### src/rtl/spi_pkg.sv
// rtl/spi_pkg.sv - shared types and constants for the mode-0 SPI responder
package spi_pkg;

  typedef enum logic {
    IDLE  = 1'b0,
    SHIFT = 1'b1
  } spi_slave_state_t;

  localparam int SYNC_STAGES    = 2;
  localparam int CLK_FREQ       = 50_000_000;
  localparam int SCLK_MIN_PHASE = 8;

endpackage

### src/rtl/spi_sync_edge.sv
// rtl/spi_sync_edge.sv - multi-flop synchronizer with rise/fall detection
module spi_sync_edge #(
  parameter int   STAGES  = 2,
  parameter logic RST_VAL = 1'b0
) (
  input  logic i_clk,
  input  logic i_rst_n,
  input  logic i_d,
  output logic o_rise,
  output logic o_fall
);

  logic [STAGES-1:0] r_sync;
  logic              r_prev;

  always_ff @(posedge i_clk or negedge i_rst_n) begin
    if (!i_rst_n) begin
      r_sync <= {STAGES{RST_VAL}};
      r_prev <= RST_VAL;
    end else begin
      r_sync <= {r_sync[STAGES-2:0], i_d};
      r_prev <= r_sync[STAGES-1];
    end
  end

  assign o_rise = r_sync[STAGES-1] & ~r_prev;
  assign o_fall = ~r_sync[STAGES-1] & r_prev;

endmodule

### src/rtl/spi_slave.sv
// rtl/spi_slave.sv - mode-0 SPI responder, pins oversampled in the CLOCK_50 domain
module spi_slave
  import spi_pkg::*;
#(
  parameter int               WIDTH      = 8,
  parameter logic [WIDTH-1:0] DEFAULT_TX = 8'hAA
) (
  input  logic             CLOCK_50,
  input  logic             RESET_N,
  input  logic             SCLK,
  input  logic             SS_N,
  input  logic             MOSI,
  output logic             MISO,
  output logic             MISO_OE,
  input  logic [WIDTH-1:0] tx_data,
  input  logic             tx_valid,
  output logic             tx_ready,
  output logic [WIDTH-1:0] rx_data,
  output logic             rx_valid,
  output logic             frame_err,
  output logic             busy
);

  localparam int CW = $clog2(WIDTH);

  logic                   w_sclk_rise, w_sclk_fall, w_ss_rise, w_ss_fall;
  logic [SYNC_STAGES-1:0] r_mosi_sync;
  logic                   w_mosi;

  spi_sync_edge #(.STAGES(SYNC_STAGES), .RST_VAL(1'b0)) u_sclk_sync (
    .i_clk  (CLOCK_50),
    .i_rst_n(RESET_N),
    .i_d    (SCLK),
    .o_rise (w_sclk_rise),
    .o_fall (w_sclk_fall)
  );

  // SS_N resets low so a select already asserted at reset release never starts a frame.
  spi_sync_edge #(.STAGES(SYNC_STAGES), .RST_VAL(1'b0)) u_ss_sync (
    .i_clk  (CLOCK_50),
    .i_rst_n(RESET_N),
    .i_d    (SS_N),
    .o_rise (w_ss_rise),
    .o_fall (w_ss_fall)
  );

  always_ff @(posedge CLOCK_50 or negedge RESET_N) begin
    if (!RESET_N) r_mosi_sync <= '0;
    else          r_mosi_sync <= {r_mosi_sync[SYNC_STAGES-2:0], MOSI};
  end
  assign w_mosi = r_mosi_sync[SYNC_STAGES-1];

  spi_slave_state_t r_state;
  logic [WIDTH-1:0] r_tx_shreg, r_rx_shreg, r_hold, r_rx_data;
  logic [CW-1:0]    r_bit_cnt;
  logic             r_full, r_miso, r_miso_oe, r_rx_valid, r_frame_err;

  logic [WIDTH-1:0] w_load;
  logic [CW-1:0]    w_cnt_eff;
  logic             w_byte_done, w_reload, w_wr;

  assign w_load      = r_full ? r_hold : DEFAULT_TX;
  assign w_byte_done = (r_state == SHIFT) && w_sclk_rise && (r_bit_cnt == CW'(WIDTH - 1));
  assign w_reload    = ((r_state == IDLE) && w_ss_fall) || w_byte_done;
  assign w_wr        = tx_valid && !r_full;
  // Bit count after any same-cycle rise, so a closing byte is not flagged as a frame error.
  assign w_cnt_eff   = w_byte_done ? '0 : (w_sclk_rise ? r_bit_cnt + CW'(1) : r_bit_cnt);

  // A write can only land while empty, so a coincident reload has already taken DEFAULT_TX.
  always_ff @(posedge CLOCK_50 or negedge RESET_N) begin
    if (!RESET_N) begin
      r_hold <= '0;
      r_full <= 1'b0;
    end else if (w_wr) begin
      r_hold <= tx_data;
      r_full <= 1'b1;
    end else if (w_reload) begin
      r_full <= 1'b0;
    end
  end

  always_ff @(posedge CLOCK_50 or negedge RESET_N) begin
    if (!RESET_N) begin
      r_state     <= IDLE;
      r_tx_shreg  <= '0;
      r_rx_shreg  <= '0;
      r_rx_data   <= '0;
      r_bit_cnt   <= '0;
      r_miso      <= 1'b0;
      r_miso_oe   <= 1'b0;
      r_rx_valid  <= 1'b0;
      r_frame_err <= 1'b0;
    end else begin
      r_rx_valid  <= 1'b0;
      r_frame_err <= 1'b0;
      case (r_state)
        IDLE: begin
          if (w_ss_fall) begin
            r_miso     <= w_load[WIDTH-1];
            r_tx_shreg <= w_load << 1;
            r_bit_cnt  <= '0;
            r_miso_oe  <= 1'b1;
            r_state    <= SHIFT;
          end
        end
        SHIFT: begin
          if (w_sclk_rise) begin
            r_rx_shreg <= {r_rx_shreg[WIDTH-2:0], w_mosi};
            r_bit_cnt  <= w_cnt_eff;
            if (w_byte_done) begin
              r_rx_data  <= {r_rx_shreg[WIDTH-2:0], w_mosi};
              r_rx_valid <= 1'b1;
              r_tx_shreg <= w_load;
            end
          end
          if (w_sclk_fall) begin
            r_miso     <= r_tx_shreg[WIDTH-1];
            r_tx_shreg <= {r_tx_shreg[WIDTH-2:0], 1'b0};
          end
          if (w_ss_rise) begin
            r_state     <= IDLE;
            r_miso      <= 1'b0;
            r_miso_oe   <= 1'b0;
            r_frame_err <= (w_cnt_eff != '0);
          end
        end
        default: r_state <= IDLE;
      endcase
    end
  end

  assign MISO      = r_miso;
  assign MISO_OE   = r_miso_oe;
  assign tx_ready  = !r_full;
  assign rx_data   = r_rx_data;
  assign rx_valid  = r_rx_valid;
  assign frame_err = r_frame_err;
  assign busy      = (r_state == SHIFT);

endmodule

### config.mk
export PLATFORM = sky130hd
export DESIGN_NAME = spi_slave
export DESIGN_NICKNAME = d
export VERILOG_FILES = /design/src/rtl/spi_pkg.sv /design/src/rtl/spi_sync_edge.sv /design/src/rtl/spi_slave.sv
export SDC_FILE = /design/constraint.sdc
export NUM_CORES = 1
export LEC_CHECK = 0
export BUFFER_PORTS_ARGS = -buffer_cell sky130_fd_sc_hd__buf_2
export CORE_MARGIN = 2
export CORE_UTILIZATION = 45
export CTS_BUF_LIST = sky130_fd_sc_hd__clkbuf_4 sky130_fd_sc_hd__clkbuf_8 sky130_fd_sc_hd__clkbuf_16
export CTS_CLUSTER_DIAMETER = 100
export DETAILED_ROUTE_END_ITERATION = 6
export GPL_TIMING_DRIVEN = 0
export PLACE_DENSITY_LB_ADDON = 0.08
export RECOVER_POWER = 25
export SETUP_SLACK_MARGIN = 0.1
export SLEW_MARGIN = 5
export SYNTH_ARGS = -nofsm -noshare
export SYNTH_HDL_FRONTEND = slang
export SYNTH_SLANG_ARGS = --single-unit
### constraint.sdc
create_clock -name CLOCK_50 -period 2.05 [get_ports CLOCK_50]
set_input_delay 0.205 -clock CLOCK_50 [delete_from_list [all_inputs] [get_ports CLOCK_50]]
set_output_delay 0.205 -clock CLOCK_50 [all_outputs]
set_load 0.02 [all_outputs]
# Word level (Yosys, flattened, before mapping)
# Cells that the tools add are included.
# totals
regBits	48
wordCells	75
in_bits	14
# op_classes
n_addsub	1
n_reduce_logical	14
n_bitwise	9
eq_ne	7
n_mux	28
# op_table
op	n
8-bit two-way mux	5
8-bit one-hot mux with 2 select lines	1
1-bit two-way mux	14
3-bit two-way mux	4
2-bit AND reduction	4
3-bit by 1-bit inequality test with 1-bit output (second input constant)	2
1-bit one-hot mux with 2 select lines	3
3-bit one-hot mux with 2 select lines	1
3-bit AND reduction	2
1-bit NOT	5
1-bit bitwise AND	4
1-bit logical AND	4
2-bit inequality test (second input constant)	2
3-bit by 1-bit adder with 3-bit output (second input constant)	1
3-bit == test (second input constant)	1
3-bit by 2-bit inequality test with 1-bit output (second input constant)	1
3-bit nonzero test	1
2-bit by 1-bit inequality test with 1-bit output (second input constant)	1
2-bit nonzero test	1
1-bit zero test	1
1-bit logical OR	1

# Depth between registers and ports, before layout
# logic_depth
ltp_word	8
mapped_depth	6
depth_no_buf	6

# Modules after synthesis
# A second synthesis with hierarchy kept.
# unflattened
cells_unflattened	162
hier_area_um2	2088.3
# modules_own_cells
module	seq_area_each_um2	instances	cells_each	area_each_um2
spi_slave	1051.0	1	152	1908.1
spi_sync_edge	75.1	2	5	90.1

# Worst setup path after synthesis
# Ideal clock, no wire load.
# synth_path
path_kind	reg2reg
startpoint	register r_bit_cnt[0]
endpoint	register r_tx_shreg[0]
t_arrival_ns	1.412
period_less_slack_ns	1.537
required_ns	1.925
stages_incl_launch_ff	6
slack_ns	0.513
path_buffers	0
path_cell_list	dfrtp_1 ha_1 ha_1 nand2_2 a21oi_4 mux2_2
# synth_between
elab_chain_len	4
# synth_rtl
element	line	text
start, declared	spi_slave.sv:55	logic [CW-1:0] r_bit_cnt;
start signal, assigned	spi_slave.sv:109	r_bit_cnt <= w_cnt_eff;
3-bit == test	spi_slave.sv:63	assign w_byte_done = (r_state == SHIFT) && w_sclk_rise && (r_bit_cnt == CW'(WIDTH - 1));
1-bit logical AND	spi_slave.sv:63	
3-bit by 1-bit inequality test with 1-bit output (no line)	-	
3-bit AND reduction (no line)	-	
end signal, assigned	spi_slave.sv:100	r_tx_shreg <= w_load << 1;
end signal, assigned	spi_slave.sv:113	r_tx_shreg <= w_load;
end signal, assigned	spi_slave.sv:118	r_tx_shreg <= {r_tx_shreg[WIDTH-2:0], 1'b0};
end, declared	spi_slave.sv:54	logic [WIDTH-1:0] r_tx_shreg, r_rx_shreg, r_hold, r_rx_data;
# Every way passes these cells.
# A chain may end at the register's enable or synchronous reset.

# Worst setup path in the final report
# layout_path
startpoint	register r_bit_cnt[0]
endpoint	register r_tx_shreg[1]
# Same word-level chain as after synthesis.

==> results.md <==
* Total GRT Usage at 0.166
* Core footprint at 4350 sq um
* Accumulated negative setup slack at 0 ns
* Length in cells of the worst reg-to-reg path at 5
* Worst Hold Margin at 0.126 ns
* Cell area after synthesis at 2040 sq um
* Critical Path Start Type: register
* Clock share of power at 0.221
* Final instance area at 2360 sq um
* Placer Congestion at 0.772
* Area growth, synth to finish at 16.1%
* Cell type with the highest occurrence count on the critical path: ha_1
* CTS Buf Count at 5
* Classification of the worst-slack hold path: input pin to async pin
* Insertion delay to the later sink of the worst-skew pair at 0.30 ns
* Unique masters post-synth at 35
* Number of global-route vias before repair at 1,442
* Total I/O pin count at 28
* GRT Residual Overflow at 0
* Highest-count cells in the layout ignoring fill and taps: 48 x dfrtp_1, 30 x buf_2, 30 x mux2_2, 12 x nand2_1
* #FFs+latches synth at 48
* Worst clock skew at 0.00659 ns
* Slew @ Worst Pin at 1.16 ns
* Pre-antenna DRT Iters at 4
* Routed Wire Length at 3710 um
* Crit end category: register
* Max clock buf depth at 2
* Total nets after synthesis at 176
* Utilization after layout at 0.543
* Part of the power in registers at 0.521
* Total Die Area at 5080 sq um
* Detailed-placement wirelength estimate at 2620 um
* Die extent in y at 71.3 um
* Level count of the clock H-tree at 2
* EDFF count, synth at 0
* Minimum period implied by the final worst setup slack at 1.74 ns
* Initial core utilization at 0.468
* Setup violations, final at 0
* Largest fanout on the critical path at 8
* Leakage power at 1.14 nW
* Worst ir drop on vdd at 0.000622 V
* Die width at 71.3 um
* Net switching power at 0.792 mW
* Fraction of the cycle the final worst path needs at 0.849
* Fin cells at 250
* Number of warnings reported in the yosys synthesis log at 0
* Sink Count at 48
* Fraction of final layout cells sized beyond drive strength 1 at 0.394
* Synthesized netlist cell count at 160
* Net switching fraction of the power at 0.295
* Async set-reset flop share out of synthesis at 1.00
* Maximum number of pins on one net before global-route repair at 49
* Pint at 1.89 mW
* Reg-to-Reg Start: r_bit_cnt[0]
* Commonest non-fill, non-tap cell in the layout: dfrtp_1
* Minimum setup slack among reg-to-reg paths at 0.31 ns
* Buffer cell driving the clock tree root: clkbuf_8
* Via count of the routed design at 1,346
* Unrepaired setup endpoints after global routing: no
* WS Path Type: register to register
* Top_reg_cell synth: dfrtp_1
* Mean area per synthesized cell at 12.7 sq um
* First-pass GRT wire length at 6540 um
* Part of the total power dissipated in combinational logic at 0.258
* Count of inserted antenna diode cells at 0
* Critical path's slowest cell: dfrtp_1
* Max-Slew Margin vs Limit at 0.228
* Number of antenna violations at the first check in global routing at 0
* Status: finished clean
* Power density over the cells at 1130 nW/um^2
* Post-detailed-route wirelength per cell at 14.8 um
* Final count of pins violating max slew at 0
* Net total in the final layout at 213
* Family with the most delay on the worst path: flip-flops
* Number of buffers added on ports at 27
* Clock transition at the registers of the reported paths at 0.08 ns
* Number of remaining DRC errors at 0
* TritonCTS clock tree: built
* Highest clock frequency the design can meet at 0.575 GHz
* Number of DRC markers after the initial detailed-route iteration at 89
* Antenna violation net count after detailed routing at 0
* Cell chain of the critical path: ha_1, ha_1, nand2_2, a21oi_4, mux2_2
* Max-cap violation count at 0
* CP Data Required Time at 2.24 ns
* # resized after CTS at 0
* Buffers plus inverters on the worst setup path at 0
* Placed Instance Area at 2240 sq um
* Portion of the post-synthesis area used by sequential elements at 0.590
* Slowest Stage Delay on Critical Path at 0.43 ns
* Worst flop-to-flop path endpoint: r_tx_shreg[1]
* Fin. Hold Viols at 0
* Count of standard-cell rows at 24
* Number of placed cells counting well taps at 239
* Vias per Instance at 5.38
* Endpoint arrival time on the critical path at 1.93 ns
[sequential cells by signal (all words and copies together), names as in the netlist]
name,count
MISO,1
MISO_OE,1
busy,1
frame_err,1
r_bit_cnt,3
r_full,1
r_hold,8
r_mosi_sync,2
r_rx_shreg,7
r_tx_shreg,8
rx_data,8
rx_valid,1
u_sclk_sync.r_prev,1
u_sclk_sync.r_sync,2
u_ss_sync.r_prev,1
u_ss_sync.r_sync,2
[power groups by stage]
stage | clock network [mW] | logic (mW) | registers, mW
floorplan | 0 | 0.527 | 1.37
global placement | 0 | 0.669 | 1.40
detailed placement | 0 | 0.698 | 1.42
CTS | 0.622 | 0.704 | 1.40
global route | 0.651 | 0.774 | 1.43
finish | 0.593 | 0.691 | 1.40
[metal layers]
metal	routed length, um	GRT usage	vias up
li1	-	-	640
met3	156	0.0478	6
met2	1840	0.287	24
met1	1650	0.198	676
met5	0	0	-
met4	56	0.0566	0
[layout make-up]
class / count / area [sq um]
multi-input cells: 102 / 786
well taps: 52 / 65.1
inverters: 3 / 11.3
plain buffers: 7 / 38.8
fillers: 381 / 1990
repair buffers: 30 / 165
clock buffers: 8 / 97.6
flip-flops and latches: 48 / 1200
[cell families (layout without fill, tap and decap cells)]
family | count (synthesis) | count (layout) | synth area share
DFF | 48 | 48 | 0.590
and+or+nand+nor | 45 | 45 | 0.115
muxes | 31 | 31 | 0.171
AOI/OAI and AO/OA | 24 | 24 | 0.0866
buffers and inverters | 10 | 48 | 0.0246
adders and majority gates | 2 | 2 | 0.0123
[synth_stat cells, types with 2 or more instances]
cell type,number,area share
a21oi_1,4,0.0098
a221oi_1,2,0.0086
a2bb2oi_1,3,0.013
and3_1,2,0.0061
buf_2,4,0.0098
buf_4,2,0.0074
dfrtp_1,48,0.59
ha_1,2,0.012
inv_1,3,0.0055
mux2_2,30,0.17
nand2_1,12,0.022
nand2_2,2,0.0061
nand2b_1,4,0.012
nand3_1,7,0.017
nor2_1,7,0.013
nor2b_1,2,0.0061
nor3_1,2,0.0049
o21ai_0,5,0.012
o22ai_1,2,0.0061
o32ai_1,2,0.0086
[worst max path at each step]
| stage | start | end | slack [ns] | cells after the start |
|---|---|---|---|---|
| floorplan | r_bit_cnt[0] | r_tx_shreg[0] | 0.51 | 5 |
| global placement | r_bit_cnt[0] | r_tx_shreg[4] | 0.38 | 5 |
| detailed placement | r_bit_cnt[0] | r_tx_shreg[3] | 0.31 | 5 |
| CTS | r_bit_cnt[0] | r_tx_shreg[3] | 0.31 | 5 |
| global route | r_bit_cnt[0] | r_tx_shreg[4] | 0.22 | 5 |
| finish | r_bit_cnt[0] | r_tx_shreg[1] | 0.31 | 5 |
[through the flow]
step | power (mW) | setup WS (ns)
floorplan | 1.90 | 0.513
global placement | 2.07 | 0.384
detailed placement | 2.12 | 0.305
CTS | 2.72 | 0.314
global route | 2.86 | 0.218
finish | 2.68 | 0.310
[what timing repair did]
item	in CTS	in global routing
endpoints found under the setup margin	0	0
hold buffers	3	0
buffers inserted	0	0
endpoints found under the hold margin	3	0
Power figures use the tool's default switching activity.
